### config.mk
export PLATFORM = sky130hd
export DESIGN_NAME = ppu_regif_flat
export DESIGN_NICKNAME = d
export VERILOG_FILES = /design/src/rtl/ppu_regif_if.sv /design/src/rtl/ppu_regif.sv /design/src/flat_wrapper.sv
export SDC_FILE = /design/constraint.sdc
export NUM_CORES = 1
export LEC_CHECK = 0
export ABC_CLOCK_PERIOD_IN_PS = 2850
export CORE_UTILIZATION = 52
export DETAILED_ROUTE_END_ITERATION = 16
export GPL_TIMING_DRIVEN = 0
export PLACE_DENSITY = 0.83
export SLEW_MARGIN = 0
export SYNTH_ARGS = -nofsm -noshare
export SYNTH_HDL_FRONTEND = slang
export SYNTH_SLANG_ARGS = --single-unit
### constraint.sdc
create_clock -name i_cpu_clk -period 2.85 [get_ports i_cpu_clk]
set_input_delay 0.57 -clock i_cpu_clk [delete_from_list [all_inputs] [get_ports i_cpu_clk]]
set_output_delay 0.57 -clock i_cpu_clk [all_outputs]
set_load 0.05 [all_outputs]
### src/rtl/ppu_regif_if.sv
`default_nettype none
// ============================================================================
// Module   : ppu_regif_if
// Purpose  : CPU bus bundle between the CPU core and the PPU register block.
//            One-cycle access strobe with address, direction and write data
//            from the CPU side, and combinational read data back.
// Signals  : bus_valid  - access strobe, address/data valid this cycle
//            bus_addr   - 16-bit CPU address
//            bus_wn     - 0 = write, 1 = read
//            bus_wdata  - write data
//            ppu_rdata  - read data (combinational in the access cycle)
// Modports : master (CPU side), slave (PPU register block)
// Revision : 1.0 - initial release
// ============================================================================
interface ppu_regif_if;
  logic        bus_valid;
  logic [15:0] bus_addr;
  logic        bus_wn;
  logic [7:0]  bus_wdata;
  logic [7:0]  ppu_rdata;

  modport master (output bus_valid, bus_addr, bus_wn, bus_wdata, input ppu_rdata);
  modport slave  (input bus_valid, bus_addr, bus_wn, bus_wdata, output ppu_rdata);
endinterface
`default_nettype wire

### src/rtl/ppu_regif.sv
`default_nettype none
// ============================================================================
// Module   : ppu_regif
// Purpose  : CPU-side PPU register interface. Decodes $2000-$2007 (mirrored
//            through $3FFF) and $4014. Holds loopy T/V/fine-X/w, open-bus
//            latch, vblank flag with read-clear and suppression, level NMI,
//            and an OAM DMA engine that halts the CPU for one page copy.
// Ports    : i_cpu_clk/i_cpu_rstn - clock, async active-low reset
//            bus                  - CPU access bundle (slave modport)
//            o_dma_*/i_dma_rdata  - DMA halt request and source read port
//            o_oam_*/i_oam_rdata  - OAM access port
//            o_vram_*/i_vram_rdata- VRAM access port, o_2007_visit strobe
//            o_ppuctrl/o_ppumask/o_loopy_t/o_fine_x/o_force_rld - render core
//            i_spr_ovfl/i_spr_0hit/i_vblank - status from render core
//            o_nmi_n              - NMI, active low
// Revision : 1.0 - initial release
// ============================================================================
module ppu_regif #(
  parameter int VADDR_W = 14,
  parameter int OAM_AW  = 8,
  parameter bit DMA_EN  = 1'b1
) (
  input  logic               i_cpu_clk,
  input  logic               i_cpu_rstn,
  ppu_regif_if.slave         bus,
  output logic               o_dma_halt,
  output logic [15:0]        o_dma_addr,
  input  logic [7:0]         i_dma_rdata,
  output logic [OAM_AW-1:0]  o_oam_addr,
  output logic               o_oam_we,
  output logic [7:0]         o_oam_wdata,
  input  logic [7:0]         i_oam_rdata,
  output logic [VADDR_W-1:0] o_vram_addr,
  output logic               o_vram_we,
  output logic [7:0]         o_vram_wdata,
  input  logic [7:0]         i_vram_rdata,
  output logic               o_2007_visit,
  output logic [7:0]         o_ppuctrl,
  output logic [7:0]         o_ppumask,
  output logic [14:0]        o_loopy_t,
  output logic [2:0]         o_fine_x,
  output logic               o_force_rld,
  input  logic               i_spr_ovfl,
  input  logic               i_spr_0hit,
  input  logic               i_vblank,
  output logic               o_nmi_n
);

  typedef enum logic [2:0] {
    S_IDLE  = 3'd0,
    S_HALT  = 3'd1,
    S_ALIGN = 3'd2,
    S_RD    = 3'd3,
    S_WR    = 3'd4
  } dma_state_t;

  dma_state_t        state_q, state_d;
  logic [7:2]        ctrl_q, ctrl_d;     // bits [1:0] live in T[11:10]
  logic [7:0]        mask_q, mask_d;
  logic [OAM_AW-1:0] oamaddr_q, oamaddr_d;
  logic [14:0]       t_q, t_d, v_q, v_d;
  logic [2:0]        fx_q, fx_d;
  logic              w_q, w_d;
  logic [7:0]        buf_q, buf_d, lat_q, lat_d;
  logic              flag_q, flag_d, vbl_q;
  logic              par_q, align_q, align_d;
  logic [7:0]        cnt_q, cnt_d, page_q, page_d;

  logic       w_halt, w_ppu_sel, w_wr, w_rd, w_dma_wr, w_rise, w_fall;
  logic [2:0] w_idx;

  assign w_halt    = (state_q != S_IDLE);
  assign w_ppu_sel = bus.bus_valid && !w_halt && (bus.bus_addr[15:13] == 3'b001);
  assign w_idx     = bus.bus_addr[2:0];
  assign w_wr      = w_ppu_sel && !bus.bus_wn;
  assign w_rd      = w_ppu_sel && bus.bus_wn;
  assign w_dma_wr  = DMA_EN && bus.bus_valid && !w_halt && !bus.bus_wn
                     && (bus.bus_addr == 16'h4014);
  assign w_rise    = i_vblank && !vbl_q;
  assign w_fall    = !i_vblank && vbl_q;

  // Outputs
  assign o_dma_halt   = w_halt;
  assign o_dma_addr   = (state_q == S_RD) ? {page_q, cnt_q} : 16'h0000;
  assign o_oam_addr   = oamaddr_q;
  assign o_oam_we     = (w_wr && w_idx == 3'd4) || (state_q == S_WR);
  assign o_oam_wdata  = (state_q == S_WR) ? i_dma_rdata : bus.bus_wdata;
  assign o_vram_addr  = v_q[VADDR_W-1:0];
  assign o_vram_we    = w_wr && (w_idx == 3'd7);
  assign o_vram_wdata = bus.bus_wdata;
  assign o_2007_visit = w_ppu_sel && (w_idx == 3'd7);
  assign o_ppuctrl    = {ctrl_q, t_q[11:10]};
  assign o_ppumask    = mask_q;
  assign o_loopy_t    = t_q;
  assign o_fine_x     = fx_q;
  assign o_force_rld  = w_wr && (w_idx == 3'd6) && w_q;
  assign o_nmi_n      = ~(flag_q & ctrl_q[7]);

  // Read data mux; palette reads bypass the buffer but keep open-bus top bits
  always_comb begin
    bus.ppu_rdata = 8'h00;
    if (w_rd) begin
      case (w_idx)
        3'd2:    bus.ppu_rdata = {flag_q, i_spr_0hit, i_spr_ovfl, lat_q[4:0]};
        3'd4:    bus.ppu_rdata = i_oam_rdata;
        3'd7:    bus.ppu_rdata = (v_q[13:8] == 6'h3F) ? {lat_q[7:6], i_vram_rdata[5:0]}
                                                       : buf_q;
        default: bus.ppu_rdata = lat_q;
      endcase
    end
  end

  // Next-state: register file, loopy state, vblank flag and DMA FSM
  always_comb begin
    state_d   = state_q;
    ctrl_d    = ctrl_q;
    mask_d    = mask_q;
    oamaddr_d = oamaddr_q;
    t_d       = t_q;
    v_d       = v_q;
    fx_d      = fx_q;
    w_d       = w_q;
    buf_d     = buf_q;
    lat_d     = lat_q;
    flag_d    = flag_q;
    align_d   = align_q;
    cnt_d     = cnt_q;
    page_d    = page_q;

    if (w_wr) begin
      lat_d = bus.bus_wdata;
      case (w_idx)
        3'd0: begin
          ctrl_d      = bus.bus_wdata[7:2];
          t_d[11:10]  = bus.bus_wdata[1:0];
        end
        3'd1: mask_d    = bus.bus_wdata;
        3'd3: oamaddr_d = OAM_AW'(bus.bus_wdata);
        3'd4: oamaddr_d = oamaddr_q + 1'b1;
        3'd5: begin
          w_d = ~w_q;
          if (!w_q) begin
            t_d[4:0] = bus.bus_wdata[7:3];
            fx_d     = bus.bus_wdata[2:0];
          end else begin
            t_d[9:5]   = bus.bus_wdata[7:3];
            t_d[14:12] = bus.bus_wdata[2:0];
          end
        end
        3'd6: begin
          w_d = ~w_q;
          if (!w_q) begin
            t_d[13:8] = bus.bus_wdata[5:0];
            t_d[14]   = 1'b0;
          end else begin
            t_d[7:0] = bus.bus_wdata;
            v_d      = {t_q[14:8], bus.bus_wdata};
          end
        end
        default: ;
      endcase
    end

    // Any $2007 access advances V; reads also refill the buffer
    if (w_ppu_sel && w_idx == 3'd7) begin
      v_d = v_q + (ctrl_q[2] ? 15'd32 : 15'd1);
      if (bus.bus_wn) buf_d = i_vram_rdata;
    end

    // Read-clear is applied last so a coincident rising edge is suppressed
    if (w_rise) flag_d = 1'b1;
    if (w_fall) flag_d = 1'b0;
    if (w_rd && w_idx == 3'd2) begin
      flag_d = 1'b0;
      w_d    = 1'b0;
    end

    case (state_q)
      S_IDLE: begin
        if (w_dma_wr) begin
          state_d = S_HALT;
          page_d  = bus.bus_wdata;
          align_d = par_q;
          cnt_d   = 8'h00;
        end
      end
      S_HALT:  state_d = align_q ? S_ALIGN : S_RD;
      S_ALIGN: state_d = S_RD;
      S_RD:    state_d = S_WR;
      S_WR: begin
        oamaddr_d = oamaddr_q + 1'b1;
        cnt_d     = cnt_q + 8'd1;
        state_d   = (cnt_q == 8'hFF) ? S_IDLE : S_RD;
      end
      default: state_d = S_IDLE;
    endcase
  end

  always_ff @(posedge i_cpu_clk or negedge i_cpu_rstn) begin
    if (!i_cpu_rstn) begin
      state_q   <= S_IDLE;
      ctrl_q    <= '0;
      mask_q    <= '0;
      oamaddr_q <= '0;
      t_q       <= '0;
      v_q       <= '0;
      fx_q      <= '0;
      w_q       <= 1'b0;
      buf_q     <= '0;
      lat_q     <= '0;
      flag_q    <= 1'b0;
      vbl_q     <= 1'b0;
      par_q     <= 1'b0;
      align_q   <= 1'b0;
      cnt_q     <= '0;
      page_q    <= '0;
    end else begin
      state_q   <= state_d;
      ctrl_q    <= ctrl_d;
      mask_q    <= mask_d;
      oamaddr_q <= oamaddr_d;
      t_q       <= t_d;
      v_q       <= v_d;
      fx_q      <= fx_d;
      w_q       <= w_d;
      buf_q     <= buf_d;
      lat_q     <= lat_d;
      flag_q    <= flag_d;
      vbl_q     <= i_vblank;
      par_q     <= ~par_q;
      align_q   <= align_d;
      cnt_q     <= cnt_d;
      page_q    <= page_d;
    end
  end

endmodule
`default_nettype wire

### src/flat_wrapper.sv
// flat-port wrapper written by rule: the top's interface ports become plain ports
module ppu_regif_flat 
#(
  parameter int VADDR_W = 14,
  parameter int OAM_AW  = 8,
  parameter bit DMA_EN  = 1'b1
)
  (i_cpu_clk, i_cpu_rstn, o_dma_halt, o_dma_addr, i_dma_rdata, o_oam_addr, o_oam_we, o_oam_wdata, i_oam_rdata, o_vram_addr, o_vram_we, o_vram_wdata, i_vram_rdata, o_2007_visit, o_ppuctrl, o_ppumask, o_loopy_t, o_fine_x, o_force_rld, i_spr_ovfl, i_spr_0hit, i_vblank, o_nmi_n, bus_bus_valid, bus_bus_addr, bus_bus_wn, bus_bus_wdata, bus_ppu_rdata);
  ppu_regif_if bus_i ();
  input  logic i_cpu_clk;
  input  logic i_cpu_rstn;
  output logic o_dma_halt;
  output logic [15:0] o_dma_addr;
  input  logic [7:0] i_dma_rdata;
  output logic [OAM_AW-1:0] o_oam_addr;
  output logic o_oam_we;
  output logic [7:0] o_oam_wdata;
  input  logic [7:0] i_oam_rdata;
  output logic [VADDR_W-1:0] o_vram_addr;
  output logic o_vram_we;
  output logic [7:0] o_vram_wdata;
  input  logic [7:0] i_vram_rdata;
  output logic o_2007_visit;
  output logic [7:0] o_ppuctrl;
  output logic [7:0] o_ppumask;
  output logic [14:0] o_loopy_t;
  output logic [2:0] o_fine_x;
  output logic o_force_rld;
  input  logic i_spr_ovfl;
  input  logic i_spr_0hit;
  input  logic i_vblank;
  output logic o_nmi_n;
  input wire logic [$bits(bus_i.bus_valid)-1:0] bus_bus_valid;
  input wire logic [$bits(bus_i.bus_addr)-1:0] bus_bus_addr;
  input wire logic [$bits(bus_i.bus_wn)-1:0] bus_bus_wn;
  input wire logic [$bits(bus_i.bus_wdata)-1:0] bus_bus_wdata;
  output wire logic [$bits(bus_i.ppu_rdata)-1:0] bus_ppu_rdata;
  assign bus_i.bus_valid = bus_bus_valid;
  assign bus_i.bus_addr = bus_bus_addr;
  assign bus_i.bus_wn = bus_bus_wn;
  assign bus_i.bus_wdata = bus_bus_wdata;
  assign bus_ppu_rdata = bus_i.ppu_rdata;
  ppu_regif #(.VADDR_W(VADDR_W), .OAM_AW(OAM_AW), .DMA_EN(DMA_EN)) u_core (.i_cpu_clk(i_cpu_clk), .i_cpu_rstn(i_cpu_rstn), .bus(bus_i), .o_dma_halt(o_dma_halt), .o_dma_addr(o_dma_addr), .i_dma_rdata(i_dma_rdata), .o_oam_addr(o_oam_addr), .o_oam_we(o_oam_we), .o_oam_wdata(o_oam_wdata), .i_oam_rdata(i_oam_rdata), .o_vram_addr(o_vram_addr), .o_vram_we(o_vram_we), .o_vram_wdata(o_vram_wdata), .i_vram_rdata(i_vram_rdata), .o_2007_visit(o_2007_visit), .o_ppuctrl(o_ppuctrl), .o_ppumask(o_ppumask), .o_loopy_t(o_loopy_t), .o_fine_x(o_fine_x), .o_force_rld(o_force_rld), .i_spr_ovfl(i_spr_ovfl), .i_spr_0hit(i_spr_0hit), .i_vblank(i_vblank), .o_nmi_n(o_nmi_n));
endmodule
== Yosys cells after proc, flatten, opt, wreduce, memory -nomap -nowiden ==
Cells that the tools add are included.

* Flip-flop bits (word level): 95
* Word-level logic and storage cells: 126
* Input bits: 55

* Equal/unequal tests: 20
* Muxes and demuxes: 33
* Bitwise operators: 4
* Reductions and logical operators: 47
* Add/subtract/negate cells: 3

{| class="wikitable"
|+ Operator list
! operator !! number
|-
| two-way mux 15 bit || 4
|-
| two-way mux 8 bit || 7
|-
| one-hot mux 8 bit (2 select lines) || 2
|-
| one-hot mux 8 bit (3 select lines) || 1
|-
| one-hot mux 10 bit (2 select lines) || 1
|-
| nonzero test 2 bit || 9
|-
| adder 8 x 1 -> 8 bit (second input constant) || 2
|-
| equality test 16 x 15 -> 1 bit (second input constant) || 1
|-
| two-way mux 16 bit || 1
|-
| adder 15 bit || 1
|-
| equality test 3 bit (second input constant) || 5
|-
| one-hot mux 3 bit (5 select lines) || 1
|-
| logical AND 1 bit || 14
|-
| AND reduction 2 bit || 7
|-
| equality test 3 x 2 -> 1 bit (second input constant) || 4
|-
| AND reduction 4 bit || 3
|-
| two-way mux 5 bit || 2
|-
| equality test 3 x 1 -> 1 bit (second input constant) || 3
|-
| AND reduction 3 bit || 3
|-
| nonzero test 3 bit || 3
|-
| equality test 8 bit (second input constant) || 1
|-
| two-way mux 1 bit || 7
|-
| two-way mux 7 bit || 1
|-
| equality test 6 bit (second input constant) || 1
|-
| other kinds (13) || 23
|}

== Longest topological paths before layout ==
Gate-level depths: netlist (run 1).

* Depth after elaboration: 8
* Depth in mapped cells: 8
* Depth with buffers taken out: 7

== Least setup slack after synthesis (run 1) ==
Ideal clock, no wire load.

* Kind: input -> output
* Start: input bus_bus_addr[15]
* End: output bus_ppu_rdata[5]
* Slack: -1.514 ns
* Buffers on the path: 2
* Stages: 5
* Arrival: 3.794 ns
* Data required time: 2.280 ns
* Cells stage by stage: and4bb_2 -> buf_4 -> buf_2 -> nand3_1 -> a2111oi_0

* Word-level cells in the longest chain between the ends: 4

{| class="wikitable"
|+ RTL lines
! what !! line !! RTL
|-
| from (decl) || flat_wrapper.sv:34 || <nowiki>input wire logic [$bits(bus_i.bus_addr)-1:0] bus_bus_addr;</nowiki>
|-
| equality test 3 x 1 -> 1 bit || ppu_regif.sv:73 || <nowiki>assign w_ppu_sel = bus.bus_valid && !w_halt && (bus.bus_addr[15:13] == 3'b001);</nowiki>
|-
| logical AND 1 bit || ppu_regif.sv:73 ||
|-
| logical AND 1 bit || ppu_regif.sv:76 || <nowiki>assign w_rd = w_ppu_sel && bus.bus_wn;</nowiki>
|-
| two-way mux 8 bit || ppu_regif.sv:102 || <nowiki>if (w_rd) begin</nowiki>
|-
| to (decl) || flat_wrapper.sv:37 || <nowiki>output wire logic [$bits(bus_i.ppu_rdata)-1:0] bus_ppu_rdata;</nowiki>
|}

Every way passes these cells.

== Final worst setup path (run 1) ==
Same ends and word-level chain as after synthesis.

==> metrics, run 1 <==
Chip Height 105 um; layout cells sized above 1 23.7%; final core utilization between 70% and 80%; # diodes 0; Cell Area, Synth 5470 um^2; R2R Setup Slk 0.70 ns; Setup Crit Path Kind in -> out; CTS Buf Count 9; CP Data Arrival Time 2.19 ns; core area 10300 um^2; HPWL after DPL 11600 um; Pwr Total 4750 uW; Area contributors post-synth dfrtp_1 (43%), mux2_2 (9.9%), nand2_1 (5.1%), o21ai_0 (2.9%), and2_1 (2.3%); Hold Buf Count CTS 0; die width 105 um; post-synth net total between 600 and 700; vias around 5000; Post-synth top flop dfrtp_1; drt first pass iters 5; Tcrit/Tclk final 97.0%; num ports 157; routability cong. 0.885; vias in the first global route just over 5000; met3 wire len ~1500 um; Nets 784; Seq cells post-synth 94; initial core utilization 53.2%; CP Max Fanout 8; Avg Cell Area, Syn 9.87 um^2; min Tclk post-route 2.76 ns; Internal ~2700 uW; WL per Instance 18.6 um; post-synth top area share between 40 and 50%; Yosys top cell by area dfrtp_1; pin count of the biggest net entering global routing 73; clk_lat worst skew between 0.3 and 0.4 ns; CTS clock-pin slew for the worst setup and hold paths 0.10 ns; critical path launch point type input pin; Syn. warnings 0; Slew Limit Headroom 49.9%; uppermost layer routed met4; grt ovf 0; antenna violations before repair 0; Final ANT Viol Nets 0; max-cap violation count 0; Clk Tree Root Cell clkbuf_8; synth unique cells 74; Hold WC Path Type in -> async; Site Rows 37; power density cells 634 nW/um^2; asr flop ratio synth between 90% and 100%; switching power 2070 uW; Peak VDD IR about 400 uV; global-route wire length before repair 26200 um; # DRC 0; drt via density 5.87; total wire length 16100 um; Fmax achieved 362 MHz; htree depth 3; Clock Tree Buf Depth 2; Worst Clk Skew 0.0138 ns; met2 WL post-DR 7790 um; worst-margin pin slew 0.752 ns; endpoints failing setup 0; initial DRC count 323; GRT Total Usage 30.6%; Flop pwr share 38.3%; CTS tree done; sequential area share after synthesis roughly 43%; CTS Sinks between 90 and 100; Req. time, crit path between 2 and 2.5 ns; EDFF count, synth 0; port buffer count around 150; fin. max-slew vios 0; endpoints failing hold 0; WL met1 6530 um; P&R area growth vs syn 37.3%; RSZ-0062 raised after global routing false; hold slack 0.0778 ns; die footprint 10900 um^2; Leakage 0.00333 uW; Critical Path End Type primary output; switching part of the total between 40% and 50%; Clk network pwr share 18.3%; FF-to-FF path depth 7; Non-Filler Instances slightly below 900; Gate power share 43.4%; Mapped Cells 554; Placed Cells 839; outcome completed
[worst max-delay path, stage by stage]
cell and delay (ns):
clkdlybuf4s50_1 0.43, and4bb_2 0.32, buf_6 0.14, buf_8 0.11
nand3_4 0.14, a2111oi_4 0.28, buf_6 0.21
[Yosys cell counts, drive strengths merged, types with 3 or more instances]
cell and count:
a22oi 11, and2 21, nor2b 5, dfrtp 94, inv 12, a221oi 4
nand4b 4, a21boi 4, nor2 21, a211oi 4, o2111ai 3, clkbuf 17
and3 5, a31oi 7, nand4 7, nor3b 5, nor4 5, and4 5
a21oi 15, mux2 48, o22a 6, a21o 8, nand2 74, and3b 7
nor3 13, o211ai 4, buf 30, ha 5, nand3 25, o31ai 3
mux2i 11, o21ai 34, xor2 3
[sequential cells by signal (all words and copies together), names as in the netlist, 8 cells and up]
register and flops:
u_core.o_ppumask 8, u_core.v_q 14, u_core.lat_q 8, u_core.cnt_q 8
u_core.o_oam_addr 8, u_core.page_q 8, u_core.buf_q 8, u_core.o_loopy_t 15
[layout by cell type (no fill, tap or decap), types with 7 or more instances in the layout]
cell type and instances:
a21o_1 8, a21oi_1 14, a22oi_1 11, a31oi_1 7, and2_1 20, and3b_1 7
buf_2 14, buf_4 35, buf_6 13, clkbuf_1 9, clkbuf_8 9, clkdlybuf4s15_2 9
clkdlybuf4s50_1 106, dfrtp_1 93, dlygate4sd2_1 10, inv_1 10, mux2_2 48, mux2i_1 11
nand2_1 74, nand3_1 21, nand4_1 7, nor2_1 18, nor3_1 12, o21ai_0 29
[what timing repair did]
| item | CTS | global route |
|---|---|---|
| setup buffers | 7 | 5 |
| pin swaps | 5 | 7 |
| cloned | 0 | 0 |
| endpoints found under the setup margin | 36 | 27 |
| gates resized for setup | 193 | 18 |
| endpoints found under the hold margin | 0 | 0 |
[kinds of logic after synthesis]
family | after synthesis | share of synthesized area (%)
simple gates | 210 | 21.9
mux | 59 | 11.9
flops | 94 | 43.0
compound gates | 122 | 15.5
xor+xnor | 5 | 0.801
buf+inv | 59 | 5.77
fa+ha+maj | 5 | 1.14
[metrics by stage]
step,instance area [um^2],setup TNS (ns),setup slack [ns]
global placement,7120,-227.68,-2.29
CTS,7450,-0.00223,-0.00191
finish,7500,0,0.0853
detailed placement,7150,-14.31,-1.13
floorplan,5470,-1.01,-0.360
global route,7500,0,0.00663
[power by group through the flow]
stage          Sequential (uW)  Combinational [uW]  Clock, uW
2_1_floorplan             2130                1040          0
3_3_place_gp              1820                1990          0
3_5_place_dp              1840                2040          0
4_1_cts                   1820                2040        894
5_1_grt                   1850                2190        942
6_report                  1820                2060        871
[cell type report]
type | instances | area, um^2
multi-input combinational | 401 | 2880
fill | 772 | 2770
sequential | 94 | 2350
timing repair buffer | 161 | 1540
buffer | 45 | 318
tap | 136 | 170
clock buffer | 9 | 124
clock inverter | 7 | 62.6
inverter | 12 | 51.3
[routing by layer]
layer	vias to the layer above	global-route usage (%)
li1	2353	-
met1	2465	38.5
met2	239	50.1
met3	24	9.40
met4	0	10.2
met5	-	0
[path summary, 6_finish.rpt]
kind / startpoint / end
max: bus_bus_addr[15] / bus_ppu_rdata[5]
min: i_cpu_rstn / u_core.v_q[0]
max reg2reg: u_core.state_q[1] / u_core.page_q[7]
min reg2reg: u_core.par_q / u_core.par_q
max in group asynchronous: i_cpu_rstn / u_core.state_q[2]
min in group i_cpu_clk: u_core.par_q / u_core.par_q
Note: power is estimated with default switching activity, not from simulation.
==> run 2, diff against run 1 <==
- MAX_ROUTING_LAYER: unset -> met4
==> run 2 against run 1 <==
Effect of this change: via count up 0.49%; final cell count unchanged; critical path depth up 1; largest power group unchanged.
==> metrics, run 2 (synthesis results as in run 1) <==
die width 105 um (unchanged); initial DRC count 320 (-0.93%); Setup Crit Path Kind in -> out; CP max stage delay 0.40 ns (-0.03 ns); Clk Tree Root Cell clkbuf_8; CTS Buf Count 9 (unchanged); GRT Total Usage 32.4% (+1.8 points); commonest non-fill, non-tap cells in the layout clkdlybuf4s50_1 (103), dfrtp_1 (93), nand2_1 (74); HPWL after DPL 11600 um (+0.38%); CP Max Fanout 9 (+1); P&R area growth vs syn 38.8%; grt ovf 0 (unchanged); min Tclk post-route 2.71 ns (-0.0507 ns); # DRC 0 (unchanged); Clock Tree Buf Depth 2 (unchanged); endpoints failing hold 0 (unchanged); fin. max-slew vios 0 (unchanged); drt first pass iters 5 (unchanged); Worst Clk Skew 0.0163 ns (+0.00255 ns); crit-path cells dlygate4sd2_1, nor4_4, buf_6, o211ai_4, and2_1, buf_2, nor2_1, buf_6; outcome completed; CTS Sinks 94 (unchanged); endpoints failing setup 0 (unchanged); Worst path slowest cell dlygate4sd2_1; Fmax achieved 368 MHz (+1.9%); drt via density 5.90 (+0.49%); power density cells 651 nW/um^2 (+2.7%); layout cells sized above 1 23.2% (-0.55 points); antenna violations before repair 0 (unchanged); clk_lat worst skew 0.39 ns (about the same); Tcrit/Tclk final 95.2% (-1.8 points); final instance area 7580 um^2 (+1.1%); Peak VDD IR 378 uV (-8.3%); Req. time, crit path 2.28 ns (about the same); CTS clock-pin slew for the worst setup and hold paths 0.09 ns (about the same); Place WS -1.16 ns (-0.0394 ns); vias in the first global route 5216 (+3.1%); pin count of the biggest net entering global routing 64 (-12%); num ports 157 (unchanged); total wire length 16500 um (+2.4%); die footprint 10900 um^2 (unchanged); worst-margin pin slew 0.746 ns (-0.00577 ns); fin worst setup slack 0.136 ns (+0.0507 ns); Nets 784 (unchanged); Hold Buf Count CTS 0 (unchanged); Hold WC Path Type in -> async; # diodes 0 (unchanged); routability cong. 0.895 (+1.1%); Slew Limit Headroom 50.3% (+0.38 points); global-route wire length before repair 26800 um (+2.5%); final core utilization 73.8% (+0.77 points); Non-Filler Instances 865 (unchanged); area post-placement 7150 um^2 (unchanged); Final ANT Viol Nets 0 (unchanged); WL per Instance 19.1 um (+2.4%); Largest register FFs 15 (unchanged); Pwr Total 4930 uW (+3.8%); commonest non-fill, non-tap cell in the layout clkdlybuf4s50_1; CP Data Arrival Time 2.14 ns (-0.05 ns); max-cap violation count 0 (unchanged); htree depth 3 (unchanged); Placed Cells 839 (unchanged); most used cell, CP buf_6; Chip Height 105 um (unchanged); Leakage 0.00337 uW (+1.2%); core area 10300 um^2 (unchanged); initial core utilization 53.2% (unchanged); CTS tree done; critical path launch point type input pin; port buffer count 148 (unchanged); Critical Path End Type primary output; Site Rows 37 (unchanged); vias 5106 (+0.49%); RSZ-0062 raised after global routing false
==> run 2: cell types whose count changed in the layout (fill, tap and decap cells not counted), sizes merged <==
| cell | delta |
|---|---|
| bufinv | +2 |
| dlymetal6s2s | +2 |
| dlygate4sd2 | +2 |
| clkinv | -1 |
| inv | -1 |
| buf | -2 |
| clkdlybuf4s50 | -3 |
| clkbuf | +1 |
==> run 2: final timing paths <==
path / end / start / cells after the start / slack [ns]
worst max-delay path: o_oam_we / bus_bus_wn / 8 / 0.14
worst min register to register: u_core.par_q / u_core.par_q / 1 / 0.44
worst max register to register: u_core.v_q[4] / u_core.state_q[1] / 6 / 0.68
min in group i_cpu_clk: u_core.par_q / u_core.par_q / 1 / 0.44
max in group asynchronous: u_core.o_ppumask[5] / i_cpu_rstn / 2 / 2.06
worst min-delay path: u_core.v_q[4] / i_cpu_rstn / 1 / 0.12
==> run 2: timing repair <==
item / in CTS / in global routing
endpoints found under the setup margin: 36 / 27
pin swaps: 4 / 3
gates resized for setup: 193 / 17
gates cloned: 0 / 0
buffers inserted: 5 / 8
==> run 2: stage by stage <==
| stage | setup TNS (ns) | hold slack [ns] |
|---|---|---|
| floorplan | -1.01 | 0.274 |
| global placement | -227.83 | 0.403 |
| detailed placement | -14.75 | 0.426 |
| CTS | -0.0573 | 0.136 |
| global route | 0 | 0.155 |
| finish | 0 | 0.125 |
==> run 2: per-layer routing <==
| metal | vias to the layer above | wire length, um | global-route usage (%) |
|---|---|---|---|
| met2 | 214 | 8100 | 51.8 |
| met1 | 2523 | 6930 | 41.3 |
| li1 | 2343 | - | - |
| met5 | - | 0 | - |
| met3 | 26 | 1110 | 5.70 |
| met4 | 0 | 362 | 11.9 |
==> run 2: critical path, delay by kind of cell <==
family | cells | cell delay (ns)
buffers and inverters | 4 | 0.93
and+or+nand+nor | 3 | 0.55
AOI/OAI and AO/OA | 1 | 0.09
==> run 2: layout make-up <==
cell class | count | area, um^2
multi-input combinational | 401 | 2910
fill | 746 | 2690
sequential | 94 | 2350
timing repair buffer | 162 | 1550
buffer | 44 | 317
tap | 136 | 170
clock buffer | 9 | 124
clock inverter | 7 | 104
inverter | 12 | 51.3
==> run 2: where the power goes <==
group / internal (uW) / total (uW) / switching [uW]
combinational: 771 / 2070 / 1300
sequential: 1580 / 1820 / 241
clock: 508 / 1040 / 531
